===== config.mk =====
export PLATFORM = sky130hd
export DESIGN_NAME = clk_div_ctrl
export DESIGN_NICKNAME = d
export VERILOG_FILES = /design/src/rtl/clk_div_ctrl.sv
export SDC_FILE = /design/constraint.sdc
export NUM_CORES = 1
export LEC_CHECK = 0
export BUFFER_PORTS_ARGS = -buffer_cell sky130_fd_sc_hd__buf_2
export CAP_MARGIN = 20
export CORE_MARGIN = 4
export CORE_UTILIZATION = 52
export CTS_CLUSTER_DIAMETER = 120
export DETAILED_ROUTE_END_ITERATION = 7
export GPL_TIMING_DRIVEN = 0
export HOLD_SLACK_MARGIN = 0.12
export PLACE_DENSITY = 0.76
export SLEW_MARGIN = 20
export SYNTH_ARGS = -nofsm -noshare
export SYNTH_HDL_FRONTEND = slang
export SYNTH_SLANG_ARGS = --single-unit

===== constraint.sdc =====
create_clock -name clk_in -period 2.2 [get_ports clk_in]
set_input_delay 0.22 -clock clk_in [delete_from_list [all_inputs] [get_ports clk_in]]
set_output_delay 0.22 -clock clk_in [all_outputs]
set_load 0.03 [all_outputs]

===== src/rtl/clk_div_ctrl.sv =====
// ---------------------------------------------------------------------------
// clk_div_ctrl
//
// Purpose:
//   Glitch-free reconfiguration sequencer for a programmable clock divider.
//   New ratios arrive over a valid/ready handshake. A mirror counter tracks
//   the divider's phase, so the divider's ratio input only changes on the
//   same edge that starts a new divider period.
//
// Optional feature (compile-time macro CLK_DIV_CTRL_SETTLE_EN):
//   When defined, a SETTLE state holds 'locked' low for SETTLE_CYC cycles
//   after every ratio change. When undefined, WAIT returns straight to IDLE.
//
// Parameters:
//   N            width of the divide ratio (must match the divider)
//   DEFAULT_DIV  ratio driven after reset, non-zero
//   SETTLE_CYC   settle hold in clk_in cycles, 1..255 (settle build only)
//
// Ports:
//   clk_in     in   divider input clock, the only clock
//   rst_n      in   asynchronous active-low reset
//   req_valid  in   new ratio request
//   req_div    in   requested ratio (N bits)
//   req_ready  out  high only in IDLE
//   div_out    out  registered ratio for the divider's 'divider' port
//   locked     out  div_out is stable and settled
//   busy       out  a ratio change is in progress
//   err        out  sticky, set by a zero-ratio request
// ---------------------------------------------------------------------------
module clk_div_ctrl #(
  parameter int N           = 4,
  parameter int DEFAULT_DIV = 1,
  parameter int SETTLE_CYC  = 8
) (
  input  logic         clk_in,
  input  logic         rst_n,
  input  logic         req_valid,
  input  logic [N-1:0] req_div,
  output logic         req_ready,
  output logic [N-1:0] div_out,
  output logic         locked,
  output logic         busy,
  output logic         err
);

`ifdef CLK_DIV_CTRL_SETTLE_EN
  typedef enum logic [1:0] {
    IDLE   = 2'd0,
    WAIT   = 2'd1,
    SETTLE = 2'd2
  } state_t;
`else
  typedef enum logic [1:0] {
    IDLE = 2'd0,
    WAIT = 2'd1
  } state_t;
`endif

  // Reject parameter values that would break the phase arithmetic.
  if (DEFAULT_DIV < 1 || DEFAULT_DIV >= (2 ** N)) begin : g_bad_default_div
    $error("clk_div_ctrl: DEFAULT_DIV must be in 1..2**N-1");
  end
  if (SETTLE_CYC < 1 || SETTLE_CYC > 255) begin : g_bad_settle_cyc
    $error("clk_div_ctrl: SETTLE_CYC must be in 1..255");
  end

  state_t       state_q, state_d;
  logic [N-1:0] div_q, div_d;
  logic [N-1:0] phase_q, phase_d;
  logic [N-1:0] pending_q, pending_d;
  logic         err_q, err_d;
  logic [N-1:0] divMinus1;
  logic         boundary;

`ifdef CLK_DIV_CTRL_SETTLE_EN
  logic [7:0]   settle_q, settle_d;
`endif

  // Mirror of the divider's own counter. div_q is never zero, so the N-bit
  // subtraction cannot underflow. On the apply edge the boundary condition
  // already forces phase to zero, so no separate clear is needed there.
  assign divMinus1 = div_q - N'(1);
  assign boundary  = (phase_q >= divMinus1);
  assign phase_d   = boundary ? '0 : phase_q + N'(1);

  // Next-state logic: accept in IDLE, apply on a period boundary in WAIT.
  always_comb begin
    state_d   = state_q;
    div_d     = div_q;
    pending_d = pending_q;
    err_d     = err_q;
`ifdef CLK_DIV_CTRL_SETTLE_EN
    settle_d  = settle_q;
`endif
    case (state_q)
      IDLE: begin
        if (req_valid) begin
          if (req_div == '0) begin
            err_d = 1'b1;
          end else if (req_div == div_q) begin
            err_d = 1'b0;
          end else begin
            pending_d = req_div;
            err_d     = 1'b0;
            state_d   = WAIT;
          end
        end
      end
      WAIT: begin
        if (boundary) begin
          div_d = pending_q;
`ifdef CLK_DIV_CTRL_SETTLE_EN
          settle_d = 8'(SETTLE_CYC - 1);
          state_d  = SETTLE;
`else
          state_d  = IDLE;
`endif
        end
      end
`ifdef CLK_DIV_CTRL_SETTLE_EN
      SETTLE: begin
        // Loaded with SETTLE_CYC-1, so IDLE is reached SETTLE_CYC edges
        // after the apply edge.
        if (settle_q == 8'd0) begin
          state_d = IDLE;
        end else begin
          settle_d = settle_q - 8'd1;
        end
      end
`endif
      default: begin
        state_d = IDLE;
      end
    endcase
  end

  // State and datapath registers; reset discards any pending request.
  always_ff @(posedge clk_in or negedge rst_n) begin
    if (!rst_n) begin
      state_q   <= IDLE;
      div_q     <= N'(DEFAULT_DIV);
      phase_q   <= '0;
      pending_q <= '0;
      err_q     <= 1'b0;
    end else begin
      state_q   <= state_d;
      div_q     <= div_d;
      phase_q   <= phase_d;
      pending_q <= pending_d;
      err_q     <= err_d;
    end
  end

`ifdef CLK_DIV_CTRL_SETTLE_EN
  // Settle down-counter, only meaningful while in SETTLE.
  always_ff @(posedge clk_in or negedge rst_n) begin
    if (!rst_n) begin
      settle_q <= 8'd0;
    end else begin
      settle_q <= settle_d;
    end
  end
`endif

  assign req_ready = (state_q == IDLE);
  assign locked    = (state_q == IDLE);
  assign busy      = (state_q != IDLE);
  assign div_out   = div_q;
  assign err       = err_q;

endmodule

==> reports/metrics.cfg <==
[clock_tree]
cts_tree = done
htreeDepth = 1
clock-sinks = 14
cts_made_buffers = 3
clockRootBuffer = clkbuf_4
clk_pin_slew_ns = 0.09
clk_latency_ns = 0.28
cts_buffer_depth = 2

[min_path]
holdCritPathClass = in2reg
min_from = req_div[1]

[run_status]
outcome = finished, final reports clean

[route]
drtIter0Drc = 12
via_per_inst = 5.61
routedWlPerCell_um = 15.1
vias = 595
antenna_left = 0
drc = 0
drt_pass1_iterations = 4
wl_um = 1610

[setup_path]
arrival_ns = 2.20
cp_slowest_cell = dfstp_2
crit_start = div_out[0]
reg2reg_slack_ns = 0.15
cp-start-kind = flip-flop
crit_chain = inv_1 -> ha_1 -> ha_1 -> a21oi_2 -> o21a_1 -> o211ai_1
crit_type = reg2reg
cp_max_fo = 6
critPathRequiredTime_ns = 2.35
end_kind = flip-flop
worst_path_most_repeated_cell = ha_1
slowest_delay_ns = 0.60
rr_startpoint = div_out[0]

[placement]
preCtsSetupSlack_ns = 0.0473
gp_congestion = 0.726
io_buffers = 14
hpwlAfterDp_um = 1200

[floorplanning]
die_area_sq_um = 2210
fp-row-count = 13
die_w_um = 47.0
die_y_um = 47.0
start_util = 0.580
ios = 15
core_area_sq_um = 1370

[power_and_ir_drop]
intPower_mw = 0.844
p_sw_frac = 0.451
ir_worst_vdd_uv = 1000
p_clk_frac = 0.120
p_leak_nw = 0.449
pwr-share-comb = 0.547
p_per_area_nw_per_um2 = 1640
seqPwrFrac = 0.333
switchingPower_mw = 0.692

[yosys]
ys_ff_latch = 14
yosys-top-cells-area = dfrtp_1, ha_1, xnor2_1
yosysUniqueCellTypes = 23
ys_warn_count = 0
postSynthAreaPerCell_sq_um = 11.0
syn_area_sq_um = 792
synth_top_area_cell = dfrtp_1
netlist_instances = 72
ys_seq_area_frac = 0.444
synth_top_area_frac = 0.411
syn_nets = 85

[timing]
fin_tns_setup_ns = 0
fin_crit_sh = 0.932
finalCriticalPeriod_ns = 2.05
slew_violations = 0
setup_violations = 0
rsz0062_at_grt = false
slew_headroom = 0.785
worst_slew_pin_slew_ns = 0.322
finalHoldViolCount = 0
worst_slack_ns = 0.149
fmax_ghz = 0.488
finalClockSkew_ns = 0.00531

[finish]
area_growth_syn_to_layout_pct = 18.0
nNetsFinal = 105
drive_gt1_frac = 0.319
layout_common_cells = buf_2, dfrtp_1, nand2_1
n_antenna_cell = 0
final_common_cell = buf_2

[global_route]
grt_usage = 0.169
grt_pass1_wl_um = 2540
grt_pass1_vias = 584
grt_overflow = 0
grt_max_degree = 15
antenna_found_initial = 0

[flow_run]
drv_cap = 0

-- layer usage --
metal | wire length (um) | GRT usage
met5 | 0 | 0
met4 | 13 | 0.0994
met3 | 57 | 0.0383
met2 | 766 | 0.266
met1 | 768 | 0.211
-- synth_stat cells (all sizes together) --
library cell / n
o21ai: 2
mux2i: 1
inv: 5
nand4: 1
mux2: 4
and2b: 1
or4: 1
ha: 6
dfstp: 1
xnor2: 7
xor2: 1
and2: 1
o211ai: 8
dfrtp: 13
buf: 1
nor2: 3
nor3: 1
a21oi: 2
nand2b: 1
nand3: 2
o21a: 1
nand2: 9
-- cell families (layout without fill, tap and decap cells) --
| family | count (synthesis) | in the layout | synth area share |
|---|---|---|---|
| compound gates | 13 | 13 | 0.111 |
| xor+xnor | 8 | 8 | 0.0885 |
| fa+ha+maj | 6 | 6 | 0.0948 |
| buf+inv | 6 | 25 | 0.0332 |
| flops | 14 | 14 | 0.444 |
| mux | 5 | 5 | 0.0885 |
| simple gates | 20 | 20 | 0.141 |
-- power by group through the flow --
stage               Sequential [mW]  Clock (mW)  Combinational (mW)
floorplan                     0.562           0               0.553
global placement              0.508           0               0.776
finish                        0.511       0.185               0.840
CTS                           0.506       0.193               0.817
global route                  0.525       0.206               0.928
detailed placement            0.511           0               0.809
-- worst paths after layout --
path / to / cells after the start
min in group asynchronous: div_out[1] / 2
max in group asynchronous: div_out[0] / 2
min: pending_q[1] / 2
max: div_out[3] / 6
max reg2reg: div_out[3] / 6
min reg2reg: phase_q[0] / 1
-- through the flow --
stage | area [sq um] | utilization | power, mW | hold slack, ns | std cells
finish | 935 | 0.684 | 1.54 | 0.213 | 106
global route | 935 | 0.684 | 1.66 | 0.205 | 106
CTS | 927 | 0.679 | 1.52 | 0.205 | 106
detailed placement | 881 | 0.645 | 1.32 | 0.133 | 101
global placement | 881 | 0.645 | 1.28 | 0.126 | 101
floorplan | 792 | - | 1.12 | -0.0756 | 72
-- area by class of cell --
cell class                      count  area, sq um
Timing Repair Buffer               15         80.1
Sequential cell                    14          352
Inverter                            5         18.8
Fill cell                         112          432
Tap cell                           15         18.8
Buffer                              1         7.51
Multi-Input combinational cell     52          422
Clock buffer                        4         36.3
-- flip-flops by register name, summed over array words and instances (netlist names) --
register,flops
err,1
pending_q,4
phase_q,4
div_out,4
state_q,1
-- critical path, delay by kind of cell (launching register included) --
kind / cells / cell delay, ns
AO/OA/AOI/OAI: 3 / 0.67
adder cells (fa/ha/maj): 2 / 0.57
buffers and inverters: 1 / 0.08
flip-flops: 1 / 0.60
-- repair_timing --
action / in CTS / in global routing
hold endpoints to repair: 14 / 0
gates resized for setup: 0 / 3
hold buffers: 1 / 0
setup endpoints to repair: 0 / 9
setup buffers: 0 / 0
(Power assumes the default switching activity.)
